==> config.mk <==
export PLATFORM = sky130hd
export DESIGN_NAME = link_arbiter
export DESIGN_NICKNAME = d
export VERILOG_FILES = /design/src/rtl/link_arbiter.sv
export SDC_FILE = /design/constraint.sdc
export NUM_CORES = 1
export LEC_CHECK = 0
export CORE_ASPECT_RATIO = 1.1
export CORE_UTILIZATION = 30
export DETAILED_ROUTE_END_ITERATION = 6
export DONT_BUFFER_PORTS = 1
export GPL_ROUTABILITY_DRIVEN = 0
export PLACE_DENSITY = 0.48
export SLEW_MARGIN = 20
export SYNTH_ARGS = -nofsm -noshare
export SYNTH_HDL_FRONTEND = slang
export SYNTH_SLANG_ARGS = --single-unit
==> constraint.sdc <==
create_clock -name clk -period 3.7 [get_ports clk]
set_input_delay 0.74 -clock clk [delete_from_list [all_inputs] [get_ports clk]]
set_output_delay 0.74 -clock clk [all_outputs]
set_load 0.03 [all_outputs]
==> src/rtl/link_arbiter.sv <==
// Round-robin arbiter sharing one 4-phase req/ack byte link among N_MASTERS requesters.
// Grant is held for a whole burst (until a last=1 byte or a GAP timeout); all outputs are registered.
module link_arbiter #(
  parameter int N_MASTERS   = 2,
  parameter int DATA_W      = 8,
  parameter int GAP_TIMEOUT = 16,
  parameter int COUNT_W     = 16
) (
  input  logic                          clk,
  input  logic                          rst,
  input  logic [N_MASTERS-1:0]          m_req,
  input  logic [N_MASTERS*DATA_W-1:0]   m_data,
  input  logic [N_MASTERS-1:0]          m_last,
  output logic [N_MASTERS-1:0]          m_ack,
  output logic                          s_req,
  output logic [DATA_W-1:0]             s_data,
  input  logic                          s_ack,
  output logic [N_MASTERS-1:0]          grant,
  output logic                          busy,
  output logic [COUNT_W-1:0]            xfer_count
);

  localparam int PTR_W = (N_MASTERS > 1) ? $clog2(N_MASTERS) : 1;
  localparam int GAP_W = $clog2(GAP_TIMEOUT) + 1;

  typedef enum logic [2:0] {IDLE, SEND, HOLD, DROP, GAP} state_t;

  state_t                 r_state;
  logic [PTR_W-1:0]       r_g;
  logic [PTR_W-1:0]       r_rr_ptr;
  logic [GAP_W-1:0]       r_gap_cnt;
  logic                   r_last_q;
  logic [N_MASTERS-1:0]   r_m_ack;
  logic                   r_s_req;
  logic [DATA_W-1:0]      r_s_data;
  logic [N_MASTERS-1:0]   r_grant;
  logic                   r_busy;
  logic [COUNT_W-1:0]     r_xfer_count;

  logic [PTR_W-1:0]       w_pick;
  logic [PTR_W-1:0]       w_next_ptr;
  logic                   w_g_req;
  logic [DATA_W-1:0]      w_pick_data;
  logic [DATA_W-1:0]      w_g_data;
  logic                   w_gap_done;

  // First requester at or after ptr, scanning with wrap-around.
  function automatic logic [PTR_W-1:0] rr_pick(input logic [N_MASTERS-1:0] req,
                                               input logic [PTR_W-1:0]     ptr);
    logic [PTR_W-1:0] sel;
    logic [PTR_W:0]   sum;
    logic             found;
    sel   = '0;
    found = 1'b0;
    for (int k = 0; k < N_MASTERS; k++) begin
      sum = {1'b0, ptr} + (PTR_W+1)'(k);
      if (sum >= (PTR_W+1)'(N_MASTERS)) sum = sum - (PTR_W+1)'(N_MASTERS);
      if (!found && req[sum[PTR_W-1:0]]) begin
        sel   = sum[PTR_W-1:0];
        found = 1'b1;
      end
    end
    return sel;
  endfunction

  assign w_pick      = rr_pick(m_req, r_rr_ptr);
  assign w_next_ptr  = (r_g == PTR_W'(N_MASTERS-1)) ? '0 : r_g + 1'b1;
  assign w_g_req     = m_req[r_g];
  assign w_pick_data = m_data[int'(w_pick)*DATA_W +: DATA_W];
  assign w_g_data    = m_data[int'(r_g)*DATA_W +: DATA_W];
  assign w_gap_done  = (r_gap_cnt == GAP_W'(GAP_TIMEOUT-1));

  always_ff @(posedge clk or negedge rst) begin
    if (!rst) begin
      r_state      <= IDLE;
      r_g          <= '0;
      r_rr_ptr     <= '0;
      r_gap_cnt    <= '0;
      r_last_q     <= 1'b0;
      r_m_ack      <= '0;
      r_s_req      <= 1'b0;
      r_s_data     <= '0;
      r_grant      <= '0;
      r_busy       <= 1'b0;
      r_xfer_count <= '0;
    end else begin
      case (r_state)
        IDLE: begin
          if (|m_req) begin
            r_g      <= w_pick;
            r_grant  <= N_MASTERS'(1) << w_pick;
            r_s_data <= w_pick_data;
            r_last_q <= m_last[w_pick];
            r_s_req  <= 1'b1;
            r_busy   <= 1'b1;
            r_state  <= SEND;
          end
        end
        SEND: begin
          // A requester dropping m_req early does not abort the slave handshake.
          if (s_ack) begin
            r_m_ack <= r_grant;
            r_state <= HOLD;
          end
        end
        HOLD: begin
          if (!w_g_req) begin
            r_s_req <= 1'b0;
            r_state <= DROP;
          end
        end
        DROP: begin
          if (!s_ack) begin
            r_m_ack      <= '0;
            r_xfer_count <= r_xfer_count + 1'b1;
            if (r_last_q) begin
              r_grant  <= '0;
              r_rr_ptr <= w_next_ptr;
              r_busy   <= 1'b0;
              r_state  <= IDLE;
            end else begin
              r_gap_cnt <= '0;
              r_state   <= GAP;
            end
          end
        end
        GAP: begin
          // A request in the timeout cycle still continues the burst.
          if (w_g_req) begin
            r_s_data <= w_g_data;
            r_last_q <= m_last[r_g];
            r_s_req  <= 1'b1;
            r_state  <= SEND;
          end else if (w_gap_done) begin
            r_grant  <= '0;
            r_rr_ptr <= w_next_ptr;
            r_busy   <= 1'b0;
            r_state  <= IDLE;
          end else begin
            r_gap_cnt <= r_gap_cnt + 1'b1;
          end
        end
        default: r_state <= IDLE;
      endcase
    end
  end

  assign m_ack      = r_m_ack;
  assign s_req      = r_s_req;
  assign s_data     = r_s_data;
  assign grant      = r_grant;
  assign busy       = r_busy;
  assign xfer_count = r_xfer_count;

endmodule
Word level (Yosys, flattened, before mapping)
Cells that the tools add are included.
{"block": "classes", "reduce_logical": 18, "n_shift": 3, "eq_ne": 16, "magnitude_cmp": 6, "muxes": 58, "addsub": 6, "n_bitwise": 1}
{"operator": "$shiftx A16 B5 Y8", "n": 2}
{"operator": "$mux W1", "n": 29}
{"operator": "$mux W3", "n": 7}
{"operator": "$mux W5", "n": 4}
{"operator": "$ne A2 B2 Y1 const B", "n": 10}
{"operator": "$add A16 B1 Y16 const B", "n": 1}
{"operator": "$mux W8", "n": 2}
{"operator": "$pmux W8 S2", "n": 1}
{"operator": "$pmux W3 S5", "n": 1}
{"operator": "$reduce_and A5 Y1", "n": 3}
{"operator": "$mux W2", "n": 7}
{"operator": "$pmux W5 S2", "n": 1}
{"operator": "$lt A1 B2 Y1 const B", "n": 4}
{"operator": "$eq A3 B2 Y1 const B", "n": 2}
{"operator": "$pmux W1 S3", "n": 2}
{"operator": "$pmux W2 S3", "n": 1}
{"operator": "$reduce_and A3 Y1", "n": 2}
{"operator": "$reduce_and A6 Y1", "n": 1}
{"operator": "$reduce_bool A2 Y1", "n": 3}
{"operator": "$reduce_bool A3 Y1", "n": 2}
{"operator": "$add A5 B1 Y5 const B", "n": 1}
{"operator": "$eq A5 B4 Y1 const B", "n": 1}
{"operator": "$pmux W1 S2", "n": 2}
{"operator": "$pmux W2 S2", "n": 1}
{"operator": "other kinds (16)", "n": 18}
{"block": "word_totals", "inputBits": 23, "word_cells": 119, "ff_bits": 41, "out_inout_bits": 30}

Longest topological paths before layout
Gate-level depths: netlist of run 1.
{"block": "depth", "ltp_word": 12, "mapped_depth": 7, "ltp_nobuf": 6}

Least setup slack after synthesis of run 1
Ideal clock, no wire load.
{"block": "synth_path", "kind": "input -> register", "startpoint": "input m_req[1]", "endpoint": "register r_gap_cnt[3]", "path_buffers": 2, "path_stages": 6, "t_required_ps": 3622, "path_slack_ps": 1521, "arrival_time_ps": 2101, "setup_time_ps": 78, "path_cell_list": "buf_2 > mux2_2 > or3_1 > clkbuf_2 > or3_1 > a21boi_1"}
{"block": "synth_via", "elab_chain_cells": 4}
{"item": "start, declared", "line_no": "11", "rtl": "input logic [N_MASTERS-1:0] m_req,"}
{"item": "$mux W1 (implied by the code) (2 in a row)", "line_no": "68", "rtl": "assign w_g_req = m_req[r_g];"}
{"item": "$ne A2 B2 Y1 (no source line)"}
{"item": "$reduce_and A5 Y1 (no source line)"}
{"item": "end signal, assigned", "line_no": "140", "rtl": "r_gap_cnt <= r_gap_cnt + 1'b1;"}
{"item": "end, declared", "line_no": "31", "rtl": "logic [GAP_W-1:0] r_gap_cnt;"}
No other way between the ends. The select of a mux whose other input is x is not followed.
A chain may end at the register's enable or synchronous reset.

Worst setup path in the final report of run 1
{"block": "layout_path", "startpoint": "register r_state[1]", "endpoint": "register r_xfer_count[11] (netlist: xfer_count[11])"}
{"block": "layout_via", "elab_chain_cells": 2}
{"item": "start, declared", "line_no": "28", "rtl": "state_t r_state;"}
{"item": "start signal, assigned", "line_no": "75", "rtl": "r_state <= IDLE;"}
{"item": "start signal, assigned", "line_no": "96", "rtl": "r_state <= SEND;"}
{"item": "start signal, assigned", "line_no": "103", "rtl": "r_state <= HOLD;"}
{"item": "$eq A3 B2 Y1", "line_no": "87", "rtl": "case (r_state)"}
{"item": "$reduce_and A2 Y1 (no source line)"}
{"item": "end signal, assigned", "line_no": "115", "rtl": "r_xfer_count <= r_xfer_count + 1'b1;"}
{"item": "end, declared", "line_no": "38", "rtl": "logic [COUNT_W-1:0] r_xfer_count;"}
No other way between the ends.

==> qor.json, run 1 <==
{
  "cap_violations": 0,
  "placed_cells_incl_taps": 268,
  "mostFrequentLayoutCell": "sky130_fd_sc_hd__dfrtp_1",
  "final_skew_ps": 9.232,
  "seq_area_frac_synth": 0.5100,
  "timing.setup.critical_path_class": "reg2reg",
  "setup_violations": 0,
  "cts_tree": "yes",
  "arrival_ps": 2380,
  "tritoncts_num_sinks": 41,
  "mappedNetlistNets": 223,
  "grt_antenna_before_repair": 0,
  "syn_area_mm2": 0.002012,
  "layout-area-overhead-vs-synth_pct": 7.587,
  "cts-buffers-inserted": 5,
  "power.ir.vdd_worst_mv": 0.2994,
  "power_density_mw_per_mm2": 745.9,
  "clkTransAtPathRegs_ps": 80,
  "p_leak_nw": 0.9535,
  "design_area_mm2": 0.002165,
  "crit_path_max_fanout": 15,
  "place.detailed.hpwl_um": 2670,
  "critPathRequiredTime_ps": 3860,
  "core_region_area_mm2": 0.006306,
  "worst-slew-pin-transition_ps": 950.9,
  "share_of_post_route_cells_with_drive_strength_above_1": 0.07653,
  "grt_max_degree": 42,
  "die_w_um": 80.08,
  "place.port_buffers": 0,
  "floorplan.die.height_um": 87.89,
  "ys_seq_elements": 41,
  "synth_top_flop_cell": "sky130_fd_sc_hd__dfrtp_1",
  "fin_cells": 276,
  "final_net_count": 222,
  "num_antenna_cells": 0,
  "ctsRootBufferMaster": "sky130_fd_sc_hd__clkbuf_8",
  "post_synth_inst_count": 196,
  "initial_utilization": 0.3190,
  "cts.path.max_buffers": 2,
  "yosys_warnings": 0,
  "die_area_mm2": 0.007038,
  "boundaryPins": 53,
  "total_count_of_max_transition_violations_in_the_final_report": 0,
  "layout.filler_cells": 661,
  "detailed_route_wl_um": 3860,
  "cts.repair_timing.setup_buffer_count": 0,
  "globalRoute.totalOverflow": 0,
  "hold_class": "in2async",
  "final_antenna_net_count": 0,
  "cts_hold_buffers": 0,
  "grt_total_usage": 0.1231,
  "synth-edff-count": 0,
  "finalWorstPathRequiredPeriod_ps": 2215,
  "clkLatencyLatePin_ps": 290,
  "route.detailed.vias_per_inst": 5.025,
  "max-slew-margin-rel": 0.3660,
  "final.period_utilization": 0.5987,
  "wire_length_per_cell_um": 13.99,
  "synth.distinct_cells": 40,
  "htree_num_levels": 2,
  "detail_route.drc_violations": 0,
  "rsz0062_at_grt": "false",
  "placed_area_mm2": 0.002078,
  "first_iter_violations": 43,
  "cts_resized": 0,
  "totalNegativeSetupSlack_ps": 0,
  "status": "completed",
  "num_vias": 1387,
  "first_pass_grt_wire_length_um": 6748,
  "first_global_vias": 1421,
  "start_kind": "flop",
  "synthesis.area_per_instance_um2": 10.26,
  "drt_first_pass_iters": 4,
  "fp-row-count": 30,
  "fmaxAchievable_ghz": 0.4514,
  "synth_async_sr_flop_share": 1.000,
  "mostFrequentLayoutCells": "sky130_fd_sc_hd__dfrtp_1, sky130_fd_sc_hd__nand2_1, sky130_fd_sc_hd__nor2_1",
  "finalHoldViolCount": 0,
  "critPathCaptureType": "flop"
}
==> state kept, by name, summed over array words and instances, names as in the netlist <==
name        flops
r_gap_cnt       5
r_g             1
r_rr_ptr        1
busy            1
grant           2
s_data          8
m_ack           2
r_last_q        1
r_state         3
xfer_count     16
s_req           1
==> metal layers <==
| metal | GRT usage | share of wire | vias to the layer above | wire [um] |
|---|---|---|---|---|
| li1 | - | - | 684 | - |
| met1 | 0.1623 | 0.47 | 648 | 1815 |
| met2 | 0.1966 | 0.45 | 50 | 1725 |
| met3 | 0.04271 | 0.075 | 5 | 290 |
| met4 | 0.02435 | 0.0075 | 0 | 29 |
| met5 | 0 | 0 | - | 0 |
==> worst paths after layout <==
path                            depth (start not counted)  slack [ps]             end    startpoint
min in group clk                                        1         510    r_gap_cnt[4]  r_gap_cnt[4]
worst min register to register                          1         510    r_gap_cnt[4]  r_gap_cnt[4]
worst min-delay path                                    0         130   xfer_count[6]           rst
worst max register to register                          4        1480  xfer_count[11]    r_state[1]
max in group asynchronous                               0        3480    r_gap_cnt[1]           rst
worst max-delay path                                    4        1480  xfer_count[11]    r_state[1]
==> cells by family (layout without fill, tap and decap cells) <==
logic type / count (synthesis) / in the layout / synth area share
AOI/OAI and AO/OA: 33 / 33 / 0.1107
and+or+nand+nor: 70 / 70 / 0.1729
muxes: 15 / 15 / 0.07649
xor gates and xnor gates: 16 / 16 / 0.06965
adders and majority gates: 4 / 4 / 0.02488
buffers and inverters: 17 / 17 / 0.03544
DFF: 41 / 41 / 0.5099
==> worst max-delay path, cell delays in order (launching register included) <==
cell and delay (ps):
sky130_fd_sc_hd__dfrtp_1 670, sky130_fd_sc_hd__nand4bb_1 380, sky130_fd_sc_hd__nor4_1 680, sky130_fd_sc_hd__nand4_1 190, sky130_fd_sc_hd__xnor2_1 160
==> power breakdown <==
part / internal (mW) / total [mW] / switching, mW
Combinational: 0.181 / 0.376 / 0.196
Sequential: 0.587 / 0.951 / 0.364
Clock: 0.130 / 0.288 / 0.157
Total: 0.898 / 1.61 / 0.717
==> synthesized netlist by cell type, types with 2 or more instances <==
| cell | count | share of area |
|---|---|---|
| sky130_fd_sc_hd__or3_1 | 2 | 0.0062 |
| sky130_fd_sc_hd__nor2_1 | 18 | 0.034 |
| sky130_fd_sc_hd__o21ai_0 | 8 | 0.020 |
| sky130_fd_sc_hd__nor4_1 | 2 | 0.0062 |
| sky130_fd_sc_hd__nand2_1 | 18 | 0.034 |
| sky130_fd_sc_hd__xor2_1 | 2 | 0.0087 |
| sky130_fd_sc_hd__nor2b_1 | 4 | 0.012 |
| sky130_fd_sc_hd__dfrtp_1 | 41 | 0.51 |
| sky130_fd_sc_hd__ha_1 | 4 | 0.025 |
| sky130_fd_sc_hd__nand3_1 | 9 | 0.022 |
| sky130_fd_sc_hd__mux2i_1 | 12 | 0.060 |
| sky130_fd_sc_hd__and3_1 | 3 | 0.0093 |
| sky130_fd_sc_hd__clkbuf_1 | 2 | 0.0037 |
| sky130_fd_sc_hd__buf_2 | 5 | 0.012 |
| sky130_fd_sc_hd__o31ai_1 | 2 | 0.0075 |
| sky130_fd_sc_hd__a31oi_1 | 3 | 0.0093 |
| sky130_fd_sc_hd__a21oi_1 | 11 | 0.027 |
| sky130_fd_sc_hd__nor3_1 | 4 | 0.010 |
| sky130_fd_sc_hd__inv_1 | 8 | 0.015 |
| sky130_fd_sc_hd__mux2_2 | 3 | 0.017 |
| sky130_fd_sc_hd__nand4_1 | 3 | 0.0093 |
| sky130_fd_sc_hd__xnor2_1 | 14 | 0.061 |
==> per-stage QoR <==
step                utilization  setup WS [ps]  hold WS (ps)  power, mW
global route             0.3433           1262         101.4      1.752
detailed placement       0.3296           1415         445.2      1.343
floorplan                     -           1521         444.4      1.247
global placement         0.3296           1443         445.2      1.340
finish                   0.3433           1485         128.6      1.615
CTS                      0.3433           1465         116.6      1.645
==> layout make-up <==
class	instances	area, um^2	share of cell area
timing repair buffer	1	7.507	0.003468
sequential	41	1026	0.4740
clock buffer	5	68.82	0.03179
inverter	8	30.03	0.01387
tap	80	100.1	0.04624
multi-input combinational	138	914.6	0.4225
clock inverter	3	17.52	0.008092
(Power assumes the default switching activity.)
==> run 2, diff against run 1 <==
--- a/config.mk
+++ b/config.mk
@@ -10,7 +10,7 @@
 export DETAILED_ROUTE_END_ITERATION = 6
 export DONT_BUFFER_PORTS = 1
 export GPL_ROUTABILITY_DRIVEN = 0
-export PLACE_DENSITY = 0.48
+export PLACE_DENSITY = 0.49
 export SLEW_MARGIN = 20
 export SYNTH_ARGS = -nofsm -noshare
 export SYNTH_HDL_FRONTEND = slang
==> constraint.sdc (replaced) <==
create_clock -name clk -period 1.81 [get_ports clk]
set_input_delay 0.362 -clock clk [delete_from_list [all_inputs] [get_ports clk]]
set_output_delay 0.362 -clock clk [all_outputs]
set_load 0.03 [all_outputs]
==> run 2 against run 1 <==
Compared with the run above: non-clock buffer count is 36 higher; global-route usage rose by 0.31 points; combinational power grew to 3.5 times the previous value; clock skew down 3.6 ps; critical path type unchanged; largest power group unchanged; highest routed layer unchanged.
==> qor.json, run 2 (synthesis gave the netlist of run 1 again) <==
{
  "ff_latch_area": {"value": 0.001026, "unit": "mm^2", "change": "unchanged"},
  "drt_first_pass_iters": {"value": 5, "change": "+1"},
  "p_leak": {"value": 1.143, "unit": "nW", "change": "+20%"},
  "floorplan.die.height": {"value": 87.89, "unit": "um", "change": "unchanged"},
  "boundaryPins": {"value": 53, "change": "unchanged"},
  "initial_utilization": {"value": 0.3190, "change": "unchanged"},
  "final.period_utilization": {"value": 0.9939, "change": "+0.3952"},
  "power.ir.vdd_worst": {"value": 0.5821, "unit": "mV", "change": "+94%"},
  "mostFrequentLayoutCells": "sky130_fd_sc_hd__dfrtp_1, sky130_fd_sc_hd__buf_4, sky130_fd_sc_hd__nor2_1",
  "layout.filler_cells": {"value": 603, "change": "-8.8%"},
  "fmaxAchievable": {"value": 0.5559, "unit": "GHz", "change": "+23%"},
  "clkLatencyLatePin": {"value": 290, "unit": "ps", "change": "about the same"},
  "share_of_post_route_cells_with_drive_strength_above_1": {"value": 0.2348, "change": "+0.1583"},
  "max-slew-margin-rel": {"value": 0.6747, "change": "+0.3086"},
  "setup_violations": {"value": 0, "change": "unchanged"},
  "globalRoute.totalOverflow": {"value": 0, "change": "unchanged"},
  "grt_total_usage": {"value": 0.1262, "change": "+0.003101"},
  "detailed_route_wl": {"value": 4296, "unit": "um", "change": "+11%"},
  "placed_cells_incl_taps": {"value": 297, "change": "+11%"},
  "total_count_of_max_transition_violations_in_the_final_report": {"value": 0, "change": "unchanged"},
  "first_global_vias": {"value": 1467, "change": "+3.2%"},
  "clkTransAtPathRegs": {"value": 80, "unit": "ps", "change": "about the same"},
  "hold_slack": {"value": 167.0, "unit": "ps", "change": "+38.46 ps"},
  "die_area": {"value": 0.007038, "unit": "mm^2", "change": "unchanged"},
  "place.detailed.hpwl": {"value": 2963, "unit": "um", "change": "+11%"},
  "critPathRequiredTime": {"value": 2030, "unit": "ps", "change": "-1830 ps"},
  "num_vias": {"value": 1520, "change": "+9.6%"},
  "crit_path_max_fanout": {"value": 5, "change": "-10"},
  "final_skew": {"value": 5.665, "unit": "ps", "change": "-3.567 ps"},
  "arrival": {"value": 2020, "unit": "ps", "change": "-360 ps"},
  "cts.path.max_buffers": {"value": 2, "change": "unchanged"},
  "cts-buffers-inserted": {"value": 5, "change": "unchanged"},
  "multiInputGateArea": {"value": 973.4, "unit": "um^2", "change": "+6.4%"},
  "finalHoldViolCount": {"value": 0, "change": "unchanged"},
  "grt_antenna_before_repair": {"value": 0, "change": "unchanged"},
  "wire_length_per_cell": {"value": 13.86, "unit": "um", "change": "-0.91%"},
  "worst-slew-pin-transition": {"value": 474.4, "unit": "ps", "change": "-476.5 ps"},
  "cap_violations": {"value": 0, "change": "unchanged"},
  "first_iter_violations": {"value": 26, "change": "-40%"},
  "rsz0062_at_grt": "true",
  "tritoncts_num_sinks": {"value": 41, "change": "unchanged"},
  "route.detailed.vias_per_inst": {"value": 4.903, "change": "-2.4%"},
  "timing.setup.critical_path_class": "reg2reg",
  "core_region_area": {"value": 0.006306, "unit": "mm^2", "change": "unchanged"},
  "final_antenna_net_count": {"value": 0, "change": "unchanged"},
  "status": "completed",
  "layout-area-overhead-vs-synth_pct": 25.06,
  "detail_route.drc_violations": {"value": 0, "change": "unchanged"},
  "fp-row-count": {"value": 30, "change": "unchanged"},
  "power_density": {"value": 1423, "unit": "mW/mm^2", "change": "+91%"},
  "start_kind": "flop",
  "htree_num_levels": {"value": 2, "change": "unchanged"},
  "ctsRootBufferMaster": "sky130_fd_sc_hd__clkbuf_8",
  "place.port_buffers": {"value": 0, "change": "unchanged"},
  "cts_tree": "yes",
  "grt_max_degree": {"value": 42, "change": "unchanged"},
  "fin_cells": {"value": 310, "change": "+12%"},
  "first_pass_grt_wire_length": {"value": 6879, "unit": "um", "change": "+1.9%"},
  "largest_register_ffs": {"value": 16, "change": "unchanged"},
  "finalWorstPathRequiredPeriod": {"value": 1799, "unit": "ps", "change": "-416.2 ps"},
  "final_net_count": {"value": 258, "change": "+16%"},
  "die_w": {"value": 80.08, "unit": "um", "change": "unchanged"},
  "layout.core_utilization": {"value": 0.3990, "change": "+0.05575"},
  "mostFrequentLayoutCell": "sky130_fd_sc_hd__dfrtp_1",
  "num_antenna_cells": {"value": 0, "change": "unchanged"},
  "critPathCaptureType": "flop",
  "hold_class": "in2reg"
}
[run 2: layout make-up]
type / instances / share of cell area
Inverter: 8 / 0.01193
Tap cell: 80 / 0.03978
Multi-Input combinational cell: 138 / 0.3869
Sequential cell: 41 / 0.4078
Timing Repair Buffer: 37 / 0.1243
Clock buffer: 5 / 0.02735
Clock inverter: 1 / 0.001989
[run 2: per-layer routing]
metal,GRT usage,part of all wire,up-vias
met5,0,0,-
met4,0.02922,0.0068,0
met3,0.05000,0.072,3
met2,0.2020,0.46,51
met1,0.1604,0.46,712
li1,-,-,754
[run 2: critical path: stages, from the launching register on]
cell and delay, ps:
sky130_fd_sc_hd__dfrtp_1 390, sky130_fd_sc_hd__ha_2 190, sky130_fd_sc_hd__and3_4 190, sky130_fd_sc_hd__ha_4 150, sky130_fd_sc_hd__or3_4 360, sky130_fd_sc_hd__or3_1 320
sky130_fd_sc_hd__a21boi_1 120
[run 2: worst paths after layout]
path,from,cells after the start,endpoint,slack (ps)
max,r_gap_cnt[1],6,r_gap_cnt[3],10
min,m_req[0],1,r_g,170
max reg2reg,r_gap_cnt[1],6,r_gap_cnt[3],10
min reg2reg,xfer_count[1],2,xfer_count[1],510
max in group asynchronous,rst,2,r_rr_ptr,1040
min in group asynchronous,rst,2,r_gap_cnt[1],580
[run 2: timing repair]
action,4_1_cts,5_1_grt
setup buffers,0,4
endpoints found under the hold margin,41,0
pin swaps,0,3
setup endpoints to repair,3,13
hold buffers,2,0
gates cloned,0,1
gates resized for setup,2,7
[run 2: through the flow]
step	TNS, ps	area, um^2	power, mW	setup slack (ps)
3_5_place_dp	-153.7	2333	2.978	-76.27
2_1_floorplan	-123.5	2046	2.561	-47.97
5_1_grt	-121.9	2516	3.852	-71.70
3_3_place_gp	-119.7	2333	2.974	-45.59
6_report	0	2516	3.581	11.01
4_1_cts	-18.49	2452	3.577	-18.49
[run 2: power by group]
group	leakage [nW]	internal [mW]	switching, mW
sequential	0.514	1.20	0.514
clock	0.0399	0.254	0.293
combinational	0.589	0.604	0.712
